[config.mk]
export PLATFORM = sky130hd
export DESIGN_NAME = answer_round_ctrl
export DESIGN_NICKNAME = d
export VERILOG_FILES = /design/src/rtl/answer_round_ctrl.sv
export SDC_FILE = /design/constraint.sdc
export NUM_CORES = 1
export LEC_CHECK = 0
export ABC_AREA = 1
export CAP_MARGIN = 25
export CORE_MARGIN = 2
export CORE_UTILIZATION = 55
export CTS_BUF_LIST = sky130_fd_sc_hd__clkbuf_8
export DETAILED_ROUTE_END_ITERATION = 16
export PLACE_DENSITY = 0.95
export SETUP_SLACK_MARGIN = 0.5
export SYNTH_ARGS = -nofsm -noshare
export SYNTH_HDL_FRONTEND = slang
export SYNTH_SLANG_ARGS = --single-unit
[constraint.sdc]
create_clock -name i_clock -period 4 [get_ports i_clock]
set_input_delay 0.4 -clock i_clock [delete_from_list [all_inputs] [get_ports i_clock]]
set_output_delay 0.4 -clock i_clock [all_outputs]
set_load 0.05 [all_outputs]
[src/rtl/answer_round_ctrl.sv]
// ---------------------------------------------------------------------------
// answer_round_ctrl
//   Runs one round of the number-guessing game. A free-running 32-bit Galois
//   LFSR supplies an answer in 1..10 when a round starts. Guesses come in over
//   a valid/ready handshake. Each accepted guess produces one registered
//   result: too low, too high, correct or invalid. The block counts the
//   remaining tries and ends the round in WIN or LOSE.
//
// Ports
//   i_clock        rising-edge clock
//   i_reset        synchronous active-high reset
//   i_seed_load    load the LFSR from i_seed_value (0 is loaded as 1)
//   i_seed_value   LFSR load value
//   i_start        start a round (honoured in IDLE/WIN/LOSE, not with seed_load)
//   i_guess_valid  guess presented
//   i_guess        guessed number
//   o_guess_ready  guess accepted this cycle (PLAY)
//   o_result_valid one-cycle pulse, the cycle after acceptance
//   o_result       00 low, 01 high, 10 correct, 11 invalid
//   o_tries_left   remaining attempts
//   o_busy         round in progress
//   o_done         round finished (WIN or LOSE)
//   o_won          round won
//   o_answer       latched answer, visible only in WIN/LOSE
// ---------------------------------------------------------------------------
module answer_round_ctrl #(
    parameter logic [31:0] SEED      = 32'hACE1_2468,
    parameter int          MAX_TRIES = 5
) (
    input  logic        i_clock,
    input  logic        i_reset,
    input  logic        i_seed_load,
    input  logic [31:0] i_seed_value,
    input  logic        i_start,
    input  logic        i_guess_valid,
    input  logic [3:0]  i_guess,
    output logic        o_guess_ready,
    output logic        o_result_valid,
    output logic [1:0]  o_result,
    output logic [3:0]  o_tries_left,
    output logic        o_busy,
    output logic        o_done,
    output logic        o_won,
    output logic [3:0]  o_answer
);

    // An all-zero LFSR would lock up, so a zero seed becomes 1.
    localparam logic [31:0] SEED_NZ   = (SEED == 32'd0) ? 32'd1 : SEED;
    // Right-shift Galois mask for x^32 + x^22 + x^2 + x + 1.
    localparam logic [31:0] LFSR_POLY = 32'h8020_0003;
    localparam logic [3:0]  TRIES_INIT = 4'(MAX_TRIES);

    localparam logic [1:0] RES_LOW     = 2'b00;
    localparam logic [1:0] RES_HIGH    = 2'b01;
    localparam logic [1:0] RES_CORRECT = 2'b10;
    localparam logic [1:0] RES_INVALID = 2'b11;

    typedef enum logic [1:0] {
        S_IDLE,
        S_PLAY,
        S_WIN,
        S_LOSE
    } state_t;

    state_t      r_state, w_state_nxt;
    logic [31:0] r_lfsr, w_lfsr_nxt;
    logic [3:0]  r_answer, w_answer_nxt;
    logic [3:0]  r_tries, w_tries_nxt;
    logic        r_result_valid, w_result_valid_nxt;
    logic [1:0]  r_result, w_result_nxt;

    logic [3:0]  w_draw_sum;
    logic [3:0]  w_draw;
    logic        w_start_ok;
    logic        w_accept;
    logic        w_invalid;

    // The answer comes from the LFSR value present on the start edge, before
    // that edge steps it.
    always_comb begin
        w_draw_sum = {1'b0, r_lfsr[4:2]} + {2'b00, r_lfsr[10:9]};
        w_draw     = (w_draw_sum == 4'd0) ? 4'd1 : w_draw_sum;
    end

    always_comb begin
        if (i_seed_load)
            w_lfsr_nxt = (i_seed_value == 32'd0) ? 32'd1 : i_seed_value;
        else
            w_lfsr_nxt = {1'b0, r_lfsr[31:1]} ^ (r_lfsr[0] ? LFSR_POLY : 32'd0);
    end

    // A seed load in the same cycle suppresses start.
    assign w_start_ok = i_start && !i_seed_load && (r_state != S_PLAY);
    assign w_accept   = i_guess_valid && (r_state == S_PLAY);
    assign w_invalid  = (i_guess == 4'd0) || (i_guess > 4'd10);

    always_comb begin
        w_state_nxt        = r_state;
        w_answer_nxt       = r_answer;
        w_tries_nxt        = r_tries;
        w_result_valid_nxt = 1'b0;
        w_result_nxt       = r_result;
        case (r_state)
            S_PLAY: begin
                if (w_accept) begin
                    w_result_valid_nxt = 1'b1;
                    if (w_invalid) begin
                        w_result_nxt = RES_INVALID;
                    end else if (i_guess == r_answer) begin
                        w_result_nxt = RES_CORRECT;
                        w_state_nxt  = S_WIN;
                    end else begin
                        w_result_nxt = (i_guess < r_answer) ? RES_LOW : RES_HIGH;
                        w_tries_nxt  = r_tries - 4'd1;
                        if (r_tries == 4'd1)
                            w_state_nxt = S_LOSE;
                    end
                end
            end
            default: begin
                if (w_start_ok) begin
                    w_state_nxt  = S_PLAY;
                    w_answer_nxt = w_draw;
                    w_tries_nxt  = TRIES_INIT;
                end
            end
        endcase
    end

    always_ff @(posedge i_clock) begin
        if (i_reset) begin
            r_state        <= S_IDLE;
            r_lfsr         <= SEED_NZ;
            r_answer       <= 4'd0;
            r_tries        <= 4'd0;
            r_result_valid <= 1'b0;
            r_result       <= 2'b00;
        end else begin
            r_state        <= w_state_nxt;
            r_lfsr         <= w_lfsr_nxt;
            r_answer       <= w_answer_nxt;
            r_tries        <= w_tries_nxt;
            r_result_valid <= w_result_valid_nxt;
            r_result       <= w_result_nxt;
        end
    end

    assign o_guess_ready  = (r_state == S_PLAY);
    assign o_result_valid = r_result_valid;
    assign o_result       = r_result;
    assign o_tries_left   = r_tries;
    assign o_busy         = (r_state == S_PLAY);
    assign o_done         = (r_state == S_WIN) || (r_state == S_LOSE);
    assign o_won          = (r_state == S_WIN);
    assign o_answer       = o_done ? r_answer : 4'd0;

endmodule
Word-level counts from Yosys, hierarchy flattened
Index checks and enable logic that the tools add are counted.
W data, S select, Z words.
{"block": "word_totals", "ff_bits": 45, "latch_bits": 0, "ram_bits": 0, "rom_bits": 0, "input_bits": 41, "output_inout_bits": 15, "elab_cells": 57, "n_memories": 0}
{"block": "classes", "n_addsub": 2, "multipliers": 0, "n_div": 0, "magnitude_cmp": 2, "n_eq_ne": 10, "n_shift": 0, "mux": 20, "n_bitwise": 2, "n_reduce_logical": 15}
{"cell": "$mux W32", "count": 3}
{"cell": "$logic_not A32 Y1", "count": 1}
{"cell": "$xor A31 B32 Y32", "count": 1}
{"cell": "$mux W4", "count": 7}
{"cell": "$mux W2", "count": 8}
{"cell": "$logic_not A4 Y1", "count": 2}
{"cell": "$reduce_and A4 Y1", "count": 2}
{"cell": "$add A3 B2 Y4", "count": 1}
{"cell": "$eq A2 B2 Y1 const B", "count": 2}
{"cell": "$eq A4 B1 Y1 const B", "count": 1}
{"cell": "$eq A4 B4 Y1", "count": 1}
{"cell": "$gt A4 B4 Y1 const B", "count": 1}
{"cell": "$lt A4 B4 Y1", "count": 1}
{"cell": "$ne A2 B1 Y1 const B", "count": 2}
{"cell": "$ne A2 B2 Y1 const B", "count": 2}
{"cell": "$reduce_and A2 Y1", "count": 2}
{"cell": "$sub A4 B1 Y4 const B", "count": 1}
{"cell": "$logic_and A1 B1 Y1", "count": 3}
{"cell": "$ne A3 B1 Y1 const B", "count": 1}
{"cell": "$eq A2 B1 Y1 const B", "count": 1}
{"cell": "$logic_or A1 B1 Y1", "count": 2}
{"cell": "$mux W1", "count": 2}
{"cell": "$reduce_bool A2 Y1", "count": 1}
{"cell": "$reduce_or A2 Y1", "count": 1}
{"cell": "2 further kinds", "count": 2}

Longest topological paths before layout
{"block": "depth", "depth_word": 6, "depth_mapped": 10, "mapped_depth_nobuf": 10}

Least setup slack after synthesis
Ideal clock, no wire load.
{"block": "synth_timing", "path_type": "reg2out", "startpoint": "register r_state[1]", "endpoint": "output port o_done", "t_arrival_ns": 1.310, "required_time_ns": 3.600, "path_slack_ns": 2.290, "stages_incl_launch_ff": 3, "n_path_buf": 2, "path_cell_list": "dfxtp_1 -> buf_6 -> dlygate4sd3_1"}
{"block": "synth_via", "elab_chain_cells": 2, "word_cells_on_any_way": 3, "cone_classes": "eq/ne (2); reduce/logical (1)"}
{"element": "start: declaration", "line_no": "65", "text": "state_t r_state, w_state_nxt;"}
{"element": "start signal: assignment", "line_no": "139", "text": "r_state <= w_state_nxt;"}
{"element": "$eq A2 B2 Y1", "line_no": "153", "text": "assign o_done = (r_state == S_WIN) || (r_state == S_LOSE);"}
{"element": "$logic_or A1 B1 Y1 *", "line_no": "153"}
{"element": "end: declaration", "line_no": "42", "text": "output logic o_done,"}
Mark *: on every way between the ends. The rest lies on a longest branch, timed or not.

Final worst setup path
{"block": "layout_timing", "startpoint": "register r_state[1]", "endpoint": "output port o_answer[3]"}
{"block": "layout_via", "elab_chain_cells": 3, "word_cells_on_any_way": 4, "cone_classes": "eq/ne (2); mux (1); reduce/logical (1)"}
{"element": "$eq A2 B2 Y1", "line_no": "153"}
{"element": "$logic_or A1 B1 Y1 *", "line_no": "153"}
{"element": "$mux W4 *", "line_no": "155", "text": "assign o_answer = o_done ? r_answer : 4'd0;"}
{"element": "end: declaration", "line_no": "44", "text": "output logic [3:0] o_answer"}
Marks and branches as above.

==> summary.txt <==
Clock tree
  • Clk_lat worst skew: 310 ps
  • Sink Count: 45
  • CTS tree: yes
  • Post-CTS setup buffers: 0
  • CTS Buf Count: 5
  • Worst-path clk slew: 90 ps
  • CTS Hold Bufs: 0
  • Resized Gates After CTS: 0
  • Htree depth: 2
  • Clock Tree Root: clkbuf_8
  • Clock buffer depth: 2

Setup path
  • CP Capture Type: output pin
  • Crit path arrival time: 1920 ps
  • Crit start category: flip-flop
  • Worst path required time: 3600 ps
  • Critical path fanouts, max: 8
  • CP Class: reg2out

Global route
  • GRT overflow: 0
  • First-pass GRT wire length: 8130 um
  • Largest net degree at the start of global routing: 45
  • Antenna violations before repair: 0
  • Number of global-route vias before repair: 1967
  • Total GRT Usage: 23.4%

Floorplan
  • IO Count: 56
  • Initial Utilization: 56.6%
  • Die height: 67.9 um
  • Die ar.: 0.00462 mm^2
  • Core ar.: 0.00397 mm^2
  • Die W: 67.9 um
  • Core Rows: 23

Routing
  • ANT nets after route: 0
  • Per-cell routed wire length: 11.9 um
  • Drt initial violations: 157
  • Drt drc: 0
  • WL final: 4840 um
  • Vias: 2087
  • Vias per cell: 5.13
  • Drt pass-1 iters: 4

Final layout
  • Inserted Diodes: 0
  • Area grow syn2layout: 27.8%
  • Nets: 406
  • Post-Layout Inst Area: 0.00287 mm^2
  • Share of cells above drive strength 1: 8.96%

Logic synthesis
  • Syn. warnings: 0
  • Synth Cell Area: 0.00225 mm^2
  • Most common cell in the synthesized netlist: nand2_1
  • Post-synth top flop: dfxtp_1
  • Mapped Cells: 307
  • Yosys top cell area share: 40.1%
  • Post-synth EDFFs: 0
  • Post-Syn Nets: 357
  • Most frequent cells after synthesis: nand2_1 (57), dfxtp_1 (45), nor2_1 (45)
  • Synthesized flop and latch total: 45
  • Synth area leader: dfxtp_1
  • Avg Synthesized Cell Area: 7.32 um^2
  • Area contributors post-synth: dfxtp_1 (40%), nand2_1 (9.5%), nor2_1 (7.5%)
  • Post-synthesis sequential area ratio: 40.1%
  • Synth unique cells: 33
  • Async SR Flop Fraction: 0%

Placement
  • Dpl hpwl: 3620 um
  • Placed Area: 0.00279 mm^2
  • Pre-CTS setup slack: 1540 ps
  • # port buffers: 55
  • Gpl congestion: 0.785

STA
  • Post-route minimum period: 2320 ps
  • Hold_ws: 435 ps
  • Fin Setup TNS: 0 ps
  • Max Fclk: 0.432 GHz
  • Post-route setup slack: 1680 ps
  • Fin crit share: 57.9%
  • Final hold violations: 0
  • Least-Margin Pin Slew: 876 ps
  • Worst clock skew: 6.38 ps
  • Max-slew violations: 0
  • Unrepaired setup endpoints after global routing: false
  • Rel. slew slack: 41.2%
  • Final setup fails: 0

Power and ir drop
  • PD cells: 373 mW/mm^2
  • Static Leak: 1.28 nW
  • Peak supply drop: 0.000256 V

Hold path
  • HP Class: reg2reg

Job
  • Total of max-cap violations: 0

Status
  • Status: complete, no violations
## routing by layer
| layer | global-route usage, % | wire length [um] |
|---|---|---|
| met3 | 7.73 | 323 |
| met5 | 0 | 0 |
| met4 | 9.50 | 103 |
| met2 | 40.0 | 2400 |
| met1 | 26.8 | 2020 |
## worst max-delay path, cell delays in order (launching register included)
cell and delay [ps]:
dfxtp_1 630, nand2_1 110, inv_1 70, clkdlybuf4s50_1 790
## flip-flops by register name, summed over array words and instances, names as in the netlist
register	count
r_answer	4
o_result	2
r_state	2
o_tries_left	4
o_result_valid	1
r_lfsr	32
## metrics by stage
| step | util [%] | total power [mW] | std cells |
|---|---|---|---|
| floorplan | - | 0.704 | 307 |
| global placement | 70.2 | 0.787 | 399 |
| detailed placement | 70.2 | 0.799 | 399 |
| CTS | 72.4 | 1.07 | 407 |
| global route | 72.4 | 1.13 | 407 |
| finish | 72.4 | 1.07 | 407 |
## worst paths after layout
check | startpoint | endpoint | slack [ps] | cells past startpoint
worst max-delay path | r_state[1]$_SDFFE_PP0P_ | o_answer[3] | 1680 | 3
worst min-delay path | r_lfsr[24]$_SDFF_PP0_ | r_lfsr[23]$_SDFF_PP1_ | 440 | 2
worst max register to register | r_answer[3]$_SDFFE_PP0P_ | o_tries_left[1]$_SDFFE_PP0P_ | 2470 | 10
worst min register to register | r_lfsr[24]$_SDFF_PP0_ | r_lfsr[23]$_SDFF_PP1_ | 440 | 2
## kinds of logic after synthesis
kind of cell | after synthesis | synth area share [%]
and+or+nand+nor | 146 | 30.7
buffers and inverters | 52 | 10.1
AOI/OAI and AO/OA | 51 | 12.2
DFF | 45 | 40.1
adders and majority gates | 9 | 5.34
xor gates and xnor gates | 4 | 1.56
## where the power goes
part | switching, mW | internal (mW)
combinational | 0.162 | 0.117
clock | 0.161 | 0.121
sequential | 0.0246 | 0.486
## cell usage in the layout (no fill, tap or decap), types with 2 or more instances in the layout
cell / Yosys / routed
xor2_1: 3 / 3
nand3_1: 24 / 24
dfxtp_1: 45 / 45
a21oi_1: 22 / 22
nor2_8: 2 / 2
clkdlybuf4s50_1: 0 / 55
a21oi_2: 2 / 2
clkbuf_8: 0 / 5
nand2_4: 3 / 3
or2_2: 2 / 2
nand4_1: 2 / 2
inv_1: 34 / 34
nor2_1: 45 / 45
clkinv_2: 1 / 3
nand2_1: 57 / 57
nand2_2: 8 / 8
ha_1: 8 / 8
o21ai_0: 22 / 22
a211oi_1: 3 / 3
## area by class of cell
type                            instances  area, um^2
Inverter                               38         146
Tap cell                               50        62.6
Fill cell                             334        1100
Timing Repair Buffer                   56         558
Multi-Input combinational cell        210        1120
Clock buffer                            5        68.8
Clock inverter                          3        17.5
Sequential cell                        45         901
Power figures use the tool's default switching activity.
